## src/rtl/hqc_pkg.sv

```systemverilog
// Shared HQC constants, derived result-stream geometry helpers and the
// result streamer state encoding.
package hqc_pkg;

  localparam int RAMWIDTH_DEF = 32;
  localparam int N_HQC128     = 17669;
  localparam int N_HQC192     = 35851;
  localparam int N_HQC256     = 57637;

  typedef enum logic [1:0] {
    ST_IDLE   = 2'd0,
    ST_READ   = 2'd1,
    ST_DRAIN  = 2'd2,
    ST_FINISH = 2'd3
  } stream_state_e;

  // Number of RAM words holding an n-bit polynomial, padded up to a whole word.
  function automatic int calc_words(input int n, input int w);
    return (n + (w - n % w) % w) / w;
  endfunction

  // Valid bits in the final word; a full word when n is a multiple of w.
  function automatic int calc_last_bits(input int n, input int w);
    return n - (calc_words(n, w) - 1) * w;
  endfunction

  // Byte swap as a lane map: output byte lane takes input byte (nbytes-1-lane).
  function automatic int byte_swap(input int lane, input int nbytes);
    return nbytes - 1 - lane;
  endfunction

endpackage

```

## src/rtl/poly_result_streamer_chk.sv

```systemverilog
// Occupancy checker for the result streamer read pipeline and output FIFO.
module poly_result_streamer_chk #(
  parameter int DEPTH = 2,
  parameter int CNT_W = 2
) (
  input logic             clk,
  input logic             rst,
  input logic             i_push,
  input logic             i_pop,
  input logic [CNT_W-1:0] i_count,
  input logic [CNT_W-1:0] i_inflight
);

  a_fifo_no_overflow: assert property (@(posedge clk) disable iff (rst)
    !(i_push && !i_pop && (int'(i_count) == DEPTH)))
    else $error("stream fifo overflow: push into full fifo without pop");

  a_occupancy_bound: assert property (@(posedge clk) disable iff (rst)
    (int'(i_inflight) + int'(i_count)) <= DEPTH)
    else $error("in-flight reads plus stored words exceed fifo depth");

endmodule

```

## src/rtl/stream_fifo.sv

```systemverilog
// Small synchronous FIFO with registered storage; the head entry is
// presented combinationally from the storage array.
module stream_fifo #(
  parameter int WIDTH = 33,
  parameter int DEPTH = 2
) (
  input  logic                       clk,
  input  logic                       rst,
  input  logic                       i_wr_en,
  input  logic [WIDTH-1:0]           i_wr_data,
  input  logic                       i_rd_en,
  output logic [WIDTH-1:0]           o_rd_data,
  output logic                       o_empty,
  output logic [$clog2(DEPTH+1)-1:0] o_count
);

  localparam int PTR_W = (DEPTH > 1) ? $clog2(DEPTH) : 1;
  localparam int CNT_W = $clog2(DEPTH + 1);
  localparam logic [PTR_W-1:0] PTR_LAST = PTR_W'(DEPTH - 1);
  localparam logic [CNT_W-1:0] CNT_FULL = CNT_W'(DEPTH);

  logic [WIDTH-1:0] r_mem [DEPTH];
  logic [PTR_W-1:0] r_wr_ptr;
  logic [PTR_W-1:0] r_rd_ptr;
  logic [CNT_W-1:0] r_count;
  logic             w_do_push;
  logic             w_do_pop;

  // A push into a full FIFO is legal only when the head leaves in the same cycle.
  assign w_do_pop  = i_rd_en && (r_count != {CNT_W{1'b0}});
  assign w_do_push = i_wr_en && ((r_count != CNT_FULL) || w_do_pop);

  assign o_rd_data = r_mem[r_rd_ptr];
  assign o_empty   = (r_count == {CNT_W{1'b0}});
  assign o_count   = r_count;

  // Storage array; cleared on reset so the head reads as zero while empty.
  always_ff @(posedge clk or posedge rst) begin
    if (rst) begin
      for (int i = 0; i < DEPTH; i++) begin
        r_mem[i] <= {WIDTH{1'b0}};
      end
    end else if (w_do_push) begin
      r_mem[r_wr_ptr] <= i_wr_data;
    end
  end

  // Pointer and occupancy bookkeeping.
  always_ff @(posedge clk or posedge rst) begin
    if (rst) begin
      r_wr_ptr <= {PTR_W{1'b0}};
      r_rd_ptr <= {PTR_W{1'b0}};
      r_count  <= {CNT_W{1'b0}};
    end else begin
      if (w_do_push) begin
        r_wr_ptr <= (r_wr_ptr == PTR_LAST) ? {PTR_W{1'b0}} : r_wr_ptr + PTR_W'(1);
      end
      if (w_do_pop) begin
        r_rd_ptr <= (r_rd_ptr == PTR_LAST) ? {PTR_W{1'b0}} : r_rd_ptr + PTR_W'(1);
      end
      r_count <= r_count + CNT_W'(w_do_push) - CNT_W'(w_do_pop);
    end
  end

endmodule

```

## src/rtl/poly_result_streamer.sv

```systemverilog
// Reads the poly_mult result memory after each completion edge and streams
// the byte-swapped, padding-masked product as a valid/ready word stream.
module poly_result_streamer
  import hqc_pkg::*;
#(
  parameter int N          = N_HQC128,
  parameter int RAMWIDTH   = RAMWIDTH_DEF,
  parameter int ADDR_WIDTH = 11,
  parameter int RD_LAT     = 1,
  parameter int WORDS      = calc_words(N, RAMWIDTH),
  parameter int LAST_BITS  = calc_last_bits(N, RAMWIDTH)
) (
  input  logic                  clk,
  input  logic                  rst,
  input  logic                  pm_valid,
  output logic [ADDR_WIDTH-1:0] addr_result,
  output logic                  rd_dout,
  input  logic [RAMWIDTH-1:0]   dout,
  output logic [RAMWIDTH-1:0]   m_data,
  output logic                  m_valid,
  input  logic                  m_ready,
  output logic                  m_last,
  output logic                  busy,
  output logic                  done
);

  localparam int FIFO_DEPTH = RD_LAT + 1;
  localparam int CNT_W      = $clog2(FIFO_DEPTH + 1);
  localparam int OCC_W      = CNT_W + 2;
  localparam int NBYTES     = RAMWIDTH / 8;
  localparam logic [RAMWIDTH-1:0]   LAST_MASK = {RAMWIDTH{1'b1}} >> (RAMWIDTH - LAST_BITS);
  localparam logic [ADDR_WIDTH-1:0] LAST_IDX  = ADDR_WIDTH'(WORDS - 1);

  stream_state_e         r_state;
  stream_state_e         w_state_nxt;
  logic                  r_pv_q;
  logic [ADDR_WIDTH-1:0] r_rd_idx;
  logic [ADDR_WIDTH-1:0] r_out_idx;
  logic [RD_LAT-1:0]     r_tag_vld;
  logic [RD_LAT-1:0]     r_tag_last;
  logic [CNT_W-1:0]      r_inflight;

  logic                  w_trigger;
  logic                  w_issue;
  logic                  w_push;
  logic                  w_pop;
  logic                  w_fifo_empty;
  logic [CNT_W-1:0]      w_fifo_count;
  logic [RAMWIDTH:0]     w_fifo_head;
  logic [RAMWIDTH:0]     w_wr_data;
  logic [RAMWIDTH-1:0]   w_masked;
  logic [RAMWIDTH-1:0]   w_swapped;
  logic [OCC_W-1:0]      w_occupancy;
  logic                  w_has_space;

  // pv_q resets high so a level already asserted out of reset is not an edge.
  assign w_trigger = pm_valid && !r_pv_q;
  assign w_pop     = !w_fifo_empty && m_ready;

  // Words stored plus reads in flight, crediting a head leaving this cycle.
  assign w_occupancy = OCC_W'(r_inflight) + OCC_W'(w_fifo_count) - OCC_W'(w_pop);
  assign w_has_space = (w_occupancy < OCC_W'(FIFO_DEPTH));

  // Next-state logic and read issue.
  always_comb begin
    w_state_nxt = r_state;
    w_issue     = 1'b0;
    case (r_state)
      ST_IDLE: begin
        if (w_trigger) begin
          w_state_nxt = ST_READ;
        end else begin
          w_state_nxt = ST_IDLE;
        end
      end
      ST_READ: begin
        if (w_has_space) begin
          w_issue = 1'b1;
          if (r_rd_idx == LAST_IDX) begin
            w_state_nxt = ST_DRAIN;
          end else begin
            w_state_nxt = ST_READ;
          end
        end else begin
          w_state_nxt = ST_READ;
        end
      end
      ST_DRAIN: begin
        if (w_pop && (r_out_idx == LAST_IDX)) begin
          w_state_nxt = ST_FINISH;
        end else begin
          w_state_nxt = ST_DRAIN;
        end
      end
      ST_FINISH: w_state_nxt = ST_IDLE;
      default:   w_state_nxt = ST_IDLE;
    endcase
  end

  // State register, edge detector and read/output word counters.
  always_ff @(posedge clk or posedge rst) begin
    if (rst) begin
      r_state   <= ST_IDLE;
      r_pv_q    <= 1'b1;
      r_rd_idx  <= {ADDR_WIDTH{1'b0}};
      r_out_idx <= {ADDR_WIDTH{1'b0}};
    end else begin
      r_state <= w_state_nxt;
      r_pv_q  <= pm_valid;
      if ((r_state == ST_IDLE) && w_trigger) begin
        r_rd_idx  <= {ADDR_WIDTH{1'b0}};
        r_out_idx <= {ADDR_WIDTH{1'b0}};
      end else begin
        // The address parks on the final word so addr_result holds once reads stop.
        if (w_issue && (r_rd_idx != LAST_IDX)) begin
          r_rd_idx <= r_rd_idx + ADDR_WIDTH'(1);
        end
        if (w_pop) begin
          r_out_idx <= r_out_idx + ADDR_WIDTH'(1);
        end
      end
    end
  end

  // Valid/last tags travel alongside each read until its data returns.
  always_ff @(posedge clk or posedge rst) begin
    if (rst) begin
      r_tag_vld  <= {RD_LAT{1'b0}};
      r_tag_last <= {RD_LAT{1'b0}};
      r_inflight <= {CNT_W{1'b0}};
    end else begin
      r_tag_vld[0]  <= w_issue;
      r_tag_last[0] <= w_issue && (r_rd_idx == LAST_IDX);
      for (int i = 1; i < RD_LAT; i++) begin
        r_tag_vld[i]  <= r_tag_vld[i-1];
        r_tag_last[i] <= r_tag_last[i-1];
      end
      r_inflight <= r_inflight + CNT_W'(w_issue) - CNT_W'(w_push);
    end
  end

  assign w_push   = r_tag_vld[RD_LAT-1];
  assign w_masked = r_tag_last[RD_LAT-1] ? (dout & LAST_MASK) : dout;

  for (genvar k = 0; k < NBYTES; k++) begin : g_swap
    assign w_swapped[8*k +: 8] = w_masked[8*byte_swap(k, NBYTES) +: 8];
  end

  assign w_wr_data = {r_tag_last[RD_LAT-1], w_swapped};

  stream_fifo #(
    .WIDTH (RAMWIDTH + 1),
    .DEPTH (FIFO_DEPTH)
  ) u_fifo (
    .clk       (clk),
    .rst       (rst),
    .i_wr_en   (w_push),
    .i_wr_data (w_wr_data),
    .i_rd_en   (w_pop),
    .o_rd_data (w_fifo_head),
    .o_empty   (w_fifo_empty),
    .o_count   (w_fifo_count)
  );

  assign rd_dout     = w_issue;
  assign addr_result = r_rd_idx;
  assign m_valid     = !w_fifo_empty;
  assign m_data      = w_fifo_head[RAMWIDTH-1:0];
  assign m_last      = w_fifo_head[RAMWIDTH];
  assign busy        = (r_state == ST_READ) || (r_state == ST_DRAIN);
  assign done        = (r_state == ST_FINISH);

`ifndef SYNTHESIS
  poly_result_streamer_chk #(
    .DEPTH (FIFO_DEPTH),
    .CNT_W (CNT_W)
  ) u_chk (
    .clk        (clk),
    .rst        (rst),
    .i_push     (w_push),
    .i_pop      (w_pop),
    .i_count    (w_fifo_count),
    .i_inflight (r_inflight)
  );
`endif

endmodule

```

## config.mk

```make
export PLATFORM = sky130hd
export DESIGN_NAME = poly_result_streamer
export DESIGN_NICKNAME = d
export VERILOG_FILES = /design/src/rtl/hqc_pkg.sv /design/src/rtl/poly_result_streamer_chk.sv /design/src/rtl/stream_fifo.sv /design/src/rtl/poly_result_streamer.sv
export SDC_FILE = /design/constraint.sdc
export NUM_CORES = 1
export LEC_CHECK = 0
export ABC_CLOCK_PERIOD_IN_PS = 4300
export BUFFER_PORTS_ARGS = -buffer_cell sky130_fd_sc_hd__buf_4
export CAP_MARGIN = 20
export CORE_MARGIN = 1
export CORE_UTILIZATION = 25
export DETAILED_ROUTE_END_ITERATION = 10
export GPL_TIMING_DRIVEN = 0
export PLACE_DENSITY = 0.52
export SLEW_MARGIN = 10
export SYNTH_ARGS = -nofsm -noshare
export SYNTH_HDL_FRONTEND = slang
export SYNTH_SLANG_ARGS = --single-unit
```

## constraint.sdc

```tcl
create_clock -name clk -period 4.3 [get_ports clk]
set_clock_uncertainty 0.1 [all_clocks]
set_input_delay 0.86 -clock clk [delete_from_list [all_inputs] [get_ports clk]]
set_output_delay 0.86 -clock clk [all_outputs]
set_load 0.1 [all_outputs]
```

==> results of run 1 <==
[flip-flops by register name (all words and copies together), names as in the netlist, named ones only]
signal and count:
addr_result 11, r_tag_vld 1, r_pv_q 1, u_fifo.r_wr_ptr 1, u_fifo.r_rd_ptr 1, r_out_idx 11
r_inflight 2, u_fifo.r_mem 66, r_state 1, u_fifo.o_count 2, r_tag_last 1
[cells in the final DEF (no fill, tap or decap), types with 4 or more instances in the layout]
master | synthesis | final
nand3_1 | 9 | 9
buf_4 | 4 | 86
xnor2_1 | 13 | 13
clkbuf_1 | 7 | 7
nand2_1 | 70 | 68
mux2_4 | 6 | 6
inv_1 | 19 | 16
buf_2 | 8 | 8
dfrtp_1 | 98 | 97
ha_1 | 14 | 13
o21ai_0 | 54 | 54
nand2b_1 | 30 | 30
nor2_1 | 24 | 24
a21oi_1 | 5 | 4
mux2_2 | 40 | 40
clkbuf_16 | 0 | 9
xor2_1 | 9 | 9
and3_1 | 4 | 4
[metal layers]
metal	GRT usage	up-vias	wire length, µm
li1	-	1723	-
met1	0.168	1732	5810
met2	0.211	89	5660
met3	0.0397	7	711
met4	0.0320	0	92
met5	0	-	0
[path summary, 6_finish.rpt]
check                                  start          endpoint  slack [ns]  cells after the start
min                         u_fifo.r_mem[23]  u_fifo.r_mem[23]        0.37                      2
max reg2reg                u_fifo.o_count[1]     r_inflight[1]        1.09                     14
min in group asynchronous                rst  u_fifo.r_mem[15]        0.57                      2
max                        u_fifo.o_count[1]           rd_dout        0.20                     12
max in group asynchronous                rst   u_fifo.r_mem[8]        2.84                      3
min reg2reg                 u_fifo.r_mem[23]  u_fifo.r_mem[23]        0.37                      2
[cells in the mapped netlist, drive strengths merged (5+ instances only)]
master / n / area share
o21ai: 55 / 0.057
xnor2: 13 / 0.024
nand3: 9 / 0.0093
nand2: 71 / 0.057
ha: 14 / 0.036
nand2b: 31 / 0.041
inv: 20 / 0.016
xor2: 9 / 0.016
dfrtp: 98 / 0.51
a21oi: 5 / 0.0052
nor2: 24 / 0.019
clkbuf: 10 / 0.0085
mux2: 46 / 0.11
buf: 14 / 0.021
[area by class of cell]
class                   instances  area (µm²)  area share
well taps                     260         325      0.0530
plain buffers                  24         143      0.0232
clock inverters                 7        50.0     0.00815
flip-flops and latches         99        2480       0.404
inverters                      20        81.3      0.0132
clock buffers                   9         225      0.0367
multi-input cells             316        2180       0.355
repair buffers                 84         656       0.107
[worst max-delay path, cell delays in order (launching register included)]
cell and delay, ns:
dfrtp_2 0.45, or2_2 0.33, nand2_2 0.12, inv_2 0.08, ha_4 0.24, nand2b_1 0.17, fa_1 0.39, nand2b_1 0.19
o21bai_4 0.23, a21oi_4 0.19, nand2_2 0.10, clkinvlp_4 0.12, buf_12 0.17
[repair_timing]
item                       in CTS  in global routing
setup endpoints to repair       1                  1
hold buffers                    0                  0
gates resized for setup         7                  4
hold endpoints to repair        0                  0
pin swaps                       1                  1
[logic make-up after synthesis]
| kind of cell | share of synthesized area |
|---|---|
| buffers and inverters | 0.0450 |
| and+or+nand+nor | 0.158 |
| adders and majority gates | 0.0403 |
| xor gates and xnor gates | 0.0398 |
| muxes | 0.116 |
| DFF | 0.512 |
| AOI/OAI and AO/OA | 0.0887 |
[metrics by stage]
step                setup WS (ns)  TNS, ns  hold slack, ns
floorplan                   0.127        0           0.344
global placement           -0.430   -41.40           0.357
detailed placement        -0.0908  -0.0908           0.365
CTS                        0.0135        0           0.381
global route               0.0385        0           0.404
finish                      0.203        0           0.375
==> flow_summary_export.csv, run 1 <==
group,metric,value,unit
final_layout,fillCellCount,1909,
timing,finalSetupViolCount,0,
cts,htreeDepth,3,
detailed_routing,vias,3551,
cts,cts.clk_slew.worst_paths,0.07,ns
timing,rsz0062_at_grt,"no",
detailed_routing,drc,0,
synthesis,synthDistinctLibCells,49,
cts,post_cts_buffers,0,
detailed_routing,detail-route-antenna-nets,0,
synthesis,synth_ff_type,"dfrtp_1",
final_layout,area_growth,26.9,%
placement,port_buffers,83,
floorplan,die_width,141,µm
synthesis,async_flop_share,1.00,
detailed_routing,viasPerCell,4.34,
synthesis,yosysSeqAreaShare,0.512,
cts,cts.sinks,99,
synthesis,yosysWarnings,0,
timing,relSlewSlack,0.343,
floorplan,dieArea,19900,µm²
timing,final.min_clock_period,4.10,ns
critical_path,cp-end-kind,"output port",
placement,dp_hpwl,8.66,mm
synthesis,synth-seq-cells,99,
timing,final.period_utilization,0.953,
cts,cts_buffer_depth,2,
critical_path,critical_path_required,3.34,ns
detailed_routing,dr.pass1.iters,4,
synthesis,syn_area,4840,µm²
grt,grt_pass1_wl,19.8,mm
critical_path,crit_type,"flop to output port",
floorplan,core,18800,µm²
synthesis,syn_inst,459,
final_layout,final_area,6140,µm²
cts,insertion_delay,0.35,ns
detailed_routing,routedWlPerCell,15.0,µm
detailed_routing,drtIter0Drc,139,
critical_path,crit_fanout,7,
placement,postPlaceCellArea,5820,µm²
synthesis,postSynthAreaPerCell,10.5,µm²
cts,root_buffer,"clkbuf_16",
synthesis,syn_nets,510,
timing,hold_viol_final,0,
final_layout,drive_above_1_share,0.324,
timing,drv_slew,0,
floorplan,initial_core_util,0.257,
final_layout,stdcell_count,819,
floorplan,rows,50,
detailed_routing,wirelength,12.3,mm
floorplan,ios,84,
timing,fmaxAchievable,244,MHz
critical_path,arrival,3.14,ns
timing,tightest_slew,0.984,ns
grt,grt.total_usage,0.130,
final_layout,layout.nets,605,
grt,overflow,0,
cts,cts_tree,"done",
placement,place_congestion,0.810,
grt,antenna_found_initial,0,
run,drv_cap,0,
placement,dp.cells,803,
cts,cts-buffers-inserted,9,
floorplan,die_h,141,µm
critical_path,startpoint_type,"flop",
synthesis,synth-edff-count,0,
grt,grt_max_degree,59,
worst_hold_path,hold_class,"flop to flop",
final_layout,fin_util,0.326,
final_layout,diodes,0,
grt,grt_pass1_vias,3708,
outcome,status,"complete, no violations",
Power of run 1 is not shown: default switching activity piles up to over one toggle a cycle in this logic, so the estimate is an artifact.
==> inputs of run 2 (changes only) <==
--- a/config.mk
+++ b/config.mk
@@ -12,7 +12,6 @@
 export CORE_UTILIZATION = 25
 export DETAILED_ROUTE_END_ITERATION = 10
 export GPL_TIMING_DRIVEN = 0
-export PLACE_DENSITY = 0.52
 export SLEW_MARGIN = 10
 export SYNTH_ARGS = -nofsm -noshare
 export SYNTH_HDL_FRONTEND = slang
==> flow_summary_export.csv, run 2 (synthesis gave the netlist of run 1 again) <==
group,metric,value,unit
outcome,status,"complete, no violations",
timing,drv_slew,0,
critical_path,r2r_setup_slack,0.95,ns
grt,grt.busiest_layer,"met2",
floorplan,ios,84,
grt,grt_pass1_vias,3668,
power_and_ir_drop,p_leak,2.98,nW
critical_path,startpoint_type,"flop",
timing,hold_viol_final,0,
critical_path,rr_endpoint,"r_inflight[1]",
floorplan,rows,50,
final_layout,layout_common_cells,"dfrtp_1, buf_4, nand2_1, o21ai_0, mux2_2",
critical_path,cp-end-kind,"output port",
run,drv_cap,0,
floorplan,core,18800,µm²
timing,final.min_clock_period,4.13,ns
worst_hold_path,hp-start,"u_fifo.r_mem[0]",
critical_path,crit_fanout,7,
timing,finalSetupViolCount,0,
grt,grt_util_met2,0.210,
timing,fmaxAchievable,242,MHz
floorplan,die_h,141,µm
placement,port_buffers,83,
detailed_routing,drtIter0Drc,89,
cts,cts.sinks,99,
detailed_routing,detail-route-antenna-nets,0,
final_layout,diodes,0,
final_layout,largest-register,"u_fifo.r_mem",
critical_path,arrival,3.17,ns
timing,final.period_utilization,0.962,
floorplan,dieArea,19900,µm²
final_layout,drive_above_1_share,0.324,
placement,dp_hpwl,8.22,mm
grt,antenna_found_initial,0,
final_layout,layout.nets,610,
critical_path,reg2reg_from,"u_fifo.o_count[0]",
critical_path,cp-endpoint,"rd_dout",
cts,cts.clk_slew.worst_paths,0.07,ns
timing,tightest_slew,0.633,ns
placement,place_congestion,0.761,
grt,grt.total_usage,0.129,
cts,cts_tree,"done",
critical_path,crit_start,"u_fifo.o_count[0]",
detailed_routing,routedWlPerCell,14.4,µm
power_and_ir_drop,power.total,5.07,mW
final_layout,fillCellCount,1965,
cts,cts_hold_buffers,0,
floorplan,initial_core_util,0.257,
worst_hold_path,hold_class,"flop to flop",
critical_path,crit_type,"flop to output port",
floorplan,die_width,141,µm
power_and_ir_drop,power_density,820,nW/µm²
cts,root_buffer,"clkbuf_16",
final_layout,fin_util,0.328,
cts,cts_buffer_depth,2,
final_layout,largest_reg_flops,66,
grt,use_met1,0.162,
detailed_routing,vias,3557,
final_layout,final_common_cell,"dfrtp_1",
detailed_routing,wirelength,11.9,mm
timing,holdWs,0.373,ns
grt,grt_pass1_wl,19.4,mm
grt,gr-usage-met3,0.0496,
critical_path,critical_path_required,3.34,ns
critical_path,reg2reg_depth,15,
detailed_routing,drc,0,
cts,htreeDepth,3,
detailed_routing,dr.pass1.iters,4,
final_layout,area_growth,27.7,%
detailed_routing,viasPerCell,4.32,
cts,insertion_delay,0.35,ns
grt,grt_max_degree,52,
timing,relSlewSlack,0.577,
cts,cts-buffers-inserted,9,
power_and_ir_drop,ir_drop,0.000330,V
grt,overflow,0,
[run 2: cell types whose count changed in the layout (fill, tap and decap cells not counted), sizes merged]
cell	previous run	this run
clkinv	4	3
buf	98	103
inv	22	19
clkbuf	19	22
clkinvlp	1	2
[run 2: cell type report]
type / count / area, µm² / share of cell area
clock buffers: 12 / 256 / 0.0415
inverters: 20 / 83.8 / 0.0136
clock inverters: 4 / 26.3 / 0.00425
flip-flops and latches: 99 / 2480 / 0.401
multi-input cells: 316 / 2170 / 0.351
plain buffers: 24 / 143 / 0.0231
repair buffers: 89 / 701 / 0.113
well taps: 260 / 325 / 0.0526
[run 2: worst max-delay path, stage by stage (launching register included)]
cell        delay (ns)
dfrtp_1           0.41
or2_2             0.32
nand2_2           0.12
inv_1             0.10
ha_1              0.34
nand2b_4          0.16
fa_1              0.37
nand2b_1          0.19
o21bai_4          0.22
a21oi_2           0.20
nand2_2           0.11
clkinvlp_4        0.11
buf_12            0.17
[run 2: per-layer routing]
layer,share of wire,wire (µm)
met1,0.48,5700
met2,0.46,5420
met3,0.056,667
met4,0.0072,85
met5,0,0
[run 2: worst min-delay path by stage]
stage                      end  cells past startpoint
2_1_floorplan  u_fifo.r_mem[0]                      2
3_3_place_gp   u_fifo.r_mem[0]                      2
3_5_place_dp     r_inflight[1]                      1
4_1_cts          r_inflight[1]                      1
5_1_grt          r_inflight[1]                      1
6_report       u_fifo.r_mem[0]                      2
[run 2: where the power goes]
| part | total [mW] | leakage (nW) | switching (mW) | internal (mW) |
|---|---|---|---|---|
| logic | 2.91 | 1.55 | 2.08 | 0.830 |
| clock network | 0.779 | 0.139 | 0.356 | 0.424 |
| registers | 1.37 | 1.30 | 0.158 | 1.22 |
| total | 5.07 | 2.98 | 2.60 | 2.47 |
[run 2: timing repair]
| item | CTS | global route |
|---|---|---|
| resized for setup | 6 | 2 |
| pin swaps | 1 | 1 |
| endpoints found under the setup margin | 1 | 1 |
| buffers inserted | 2 | 3 |
| hold endpoints to repair | 0 | 0 |
[run 2: stage by stage]
| step | area (µm²) | setup WS [ns] | setup TNS [ns] | std cells |
|---|---|---|---|---|
| 3_3_place_gp | 5790 | -0.690 | -67.32 | 802 |
| 6_report | 6180 | 0.165 | 0 | 824 |
| 3_5_place_dp | 5830 | -0.114 | -0.114 | 803 |
| 4_1_cts | 6150 | 0.0507 | 0 | 821 |
| 5_1_grt | 6180 | -0.00164 | -0.00164 | 824 |
| 2_1_floorplan | 4840 | 0.127 | 0 | 459 |
(Power assumes the default switching activity.)
==> inputs of run 3 (changes only) <==
--- a/config.mk
+++ b/config.mk
@@ -12,6 +12,7 @@
 export CORE_UTILIZATION = 25
 export DETAILED_ROUTE_END_ITERATION = 10
 export GPL_TIMING_DRIVEN = 0
+export PLACE_DENSITY = 0.49
 export SLEW_MARGIN = 10
 export SYNTH_ARGS = -nofsm -noshare
 export SYNTH_HDL_FRONTEND = slang
==> flow_summary_export.csv, run 3 (synthesis gave the netlist of run 1 again) <==
group,metric,value,unit
final_layout,largest_reg_flops,66,
critical_path,arrival,3.16,ns
final_layout,final_common_cell,"dfrtp_1",
critical_path,crit_chain,"or2_2 -> nand2_2 -> inv_1 -> ha_4 -> nand2b_1 -> fa_1 -> nand2b_1 -> o21bai_4 -> a21oi_4 -> nand2_2 -> clkinvlp_4 -> buf_12",
critical_path,critPathSlowestCell,"dfrtp_1",
critical_path,crit_fanout,7,
final_layout,layout.nets,607,
critical_path,critical_path_required,3.34,ns
cts,cts.sinks,99,
timing,fmaxAchievable,243,MHz
floorplan,die_h,141,µm
timing,final.min_clock_period,4.12,ns
detailed_routing,wirelength,12.2,mm
timing,tns,0,ns
grt,overflow,0,
timing,relSlewSlack,0.519,
critical_path,reg2reg_from,"u_fifo.o_count[1]",
critical_path,rr_endpoint,"r_inflight[1]",
cts,insertion_delay,0.35,ns
critical_path,cp_slowest_stage_delay,0.39,ns
critical_path,crit_type,"flop to output port",
floorplan,die_width,141,µm
grt,grt_pass1_vias,3765,
grt,grt_max_degree,52,
timing,rsz0062_at_grt,"no",
final_layout,fin_util,0.329,
detailed_routing,dr.pass1.iters,4,
detailed_routing,vias,3565,
detailed_routing,detail-route-antenna-nets,0,
floorplan,dieArea,19900,µm²
final_layout,final_area,6200,µm²
grt,antenna_found_initial,0,
critical_path,startpoint_type,"flop",
timing,drv_slew,0,
detailed_routing,viasPerCell,4.34,
final_layout,largest-register,"u_fifo.r_mem",
cts,cts_buffer_depth,2,
detailed_routing,drc,0,
critical_path,crit_start,"u_fifo.o_count[1]",
detailed_routing,routedWlPerCell,14.9,µm
placement,dp_hpwl,8.68,mm
timing,final.period_utilization,0.957,
floorplan,initial_core_util,0.257,
timing,finalSetupViolCount,0,
floorplan,rows,50,
grt,grt_pass1_wl,19.8,mm
final_layout,diodes,0,
timing,hold_viol_final,0,
final_layout,area_growth,28.1,%
timing,tightest_slew,0.720,ns
cts,cts-buffers-inserted,9,
detailed_routing,drtIter0Drc,94,
cts,root_buffer,"clkbuf_16",
floorplan,ios,84,
worst_hold_path,hold_class,"flop to flop",
floorplan,core,18800,µm²
cts,htreeDepth,3,
placement,port_buffers,83,
critical_path,r2r_setup_slack,1.07,ns
grt,grt.total_usage,0.130,
critical_path,cp-end-kind,"output port",
outcome,status,"complete, no violations",
critical_path,cp-endpoint,"rd_dout",
cts,cts.clk_slew.worst_paths,0.07,ns
run,drv_cap,0,
final_layout,layout_common_cells,"dfrtp_1, buf_4, nand2_1, o21ai_0, mux2_2",
critical_path,reg2reg_depth,14,
final_layout,drive_above_1_share,0.323,
placement,postPlaceCellArea,5820,µm²
placement,place_congestion,0.797,
cts,cts_tree,"done",
-- run 3: changes by cell type in the layout (fill, tap and decap cells not counted), sizes merged --
cell,delta
buf,-3
bufinv,+1
clkbuf,-1
clkinv,-1
inv,+1
-- run 3: stage by stage --
stage,setup slack (ns),hold slack (ns),std cells
after global placement,-0.497,0.356,802
after floorplan,0.127,0.344,459
after detailed placement,-0.0806,0.366,803
after global routing,0.0205,0.400,821
after CTS,0.0352,0.383,820
final,0.185,0.376,821
-- run 3: layer usage --
metal  routed length (µm)  up-vias  track usage
met2                 5760       68        0.212
met3                  613       10       0.0421
met5                    0        -            0
met1                 5720     1758        0.167
met4                  105        0       0.0275
li1                     -     1729            -
-- run 3: worst min path at each step --
stage                startpoint          endpoint  slack, ns  cells past startpoint
2_1_floorplan   u_fifo.r_mem[0]   u_fifo.r_mem[0]       0.34                      2
3_3_place_gp   u_fifo.r_mem[29]  u_fifo.r_mem[29]       0.36                      2
3_5_place_dp    u_fifo.r_mem[6]   u_fifo.r_mem[6]       0.37                      2
4_1_cts         u_fifo.r_mem[9]   u_fifo.r_mem[9]       0.38                      2
5_1_grt        u_fifo.r_mem[37]  u_fifo.r_mem[37]       0.40                      2
6_report          r_inflight[1]     r_inflight[1]       0.38                      1
-- run 3: timing repair --
item                       4_1_cts  5_1_grt
hold buffers                     0        0
buffers inserted                 1        1
setup endpoints to repair        1        1
resized for setup                6        3
-- run 3: area by class of cell --
class,count,area (µm²)
Inverter,20,81.3
Multi-Input combinational cell,316,2180
Clock inverter,5,60.1
Timing Repair Buffer,86,678
Sequential cell,99,2480
Tap cell,260,325
Buffer,24,143
Clock buffer,11,253
Fill cell,1982,12600
-- run 3: critical path, delay by kind of cell, from the launching register on --
| family | cells | cell delay (ns) |
|---|---|---|
| AND/OR/NAND/NOR | 5 | 0.90 |
| adder cells (fa/ha/maj) | 2 | 0.66 |
| AO/OA/AOI/OAI | 2 | 0.42 |
| buffers and inverters | 3 | 0.42 |
| flip-flops | 1 | 0.39 |
Power of run 3 is left out for the same reason.
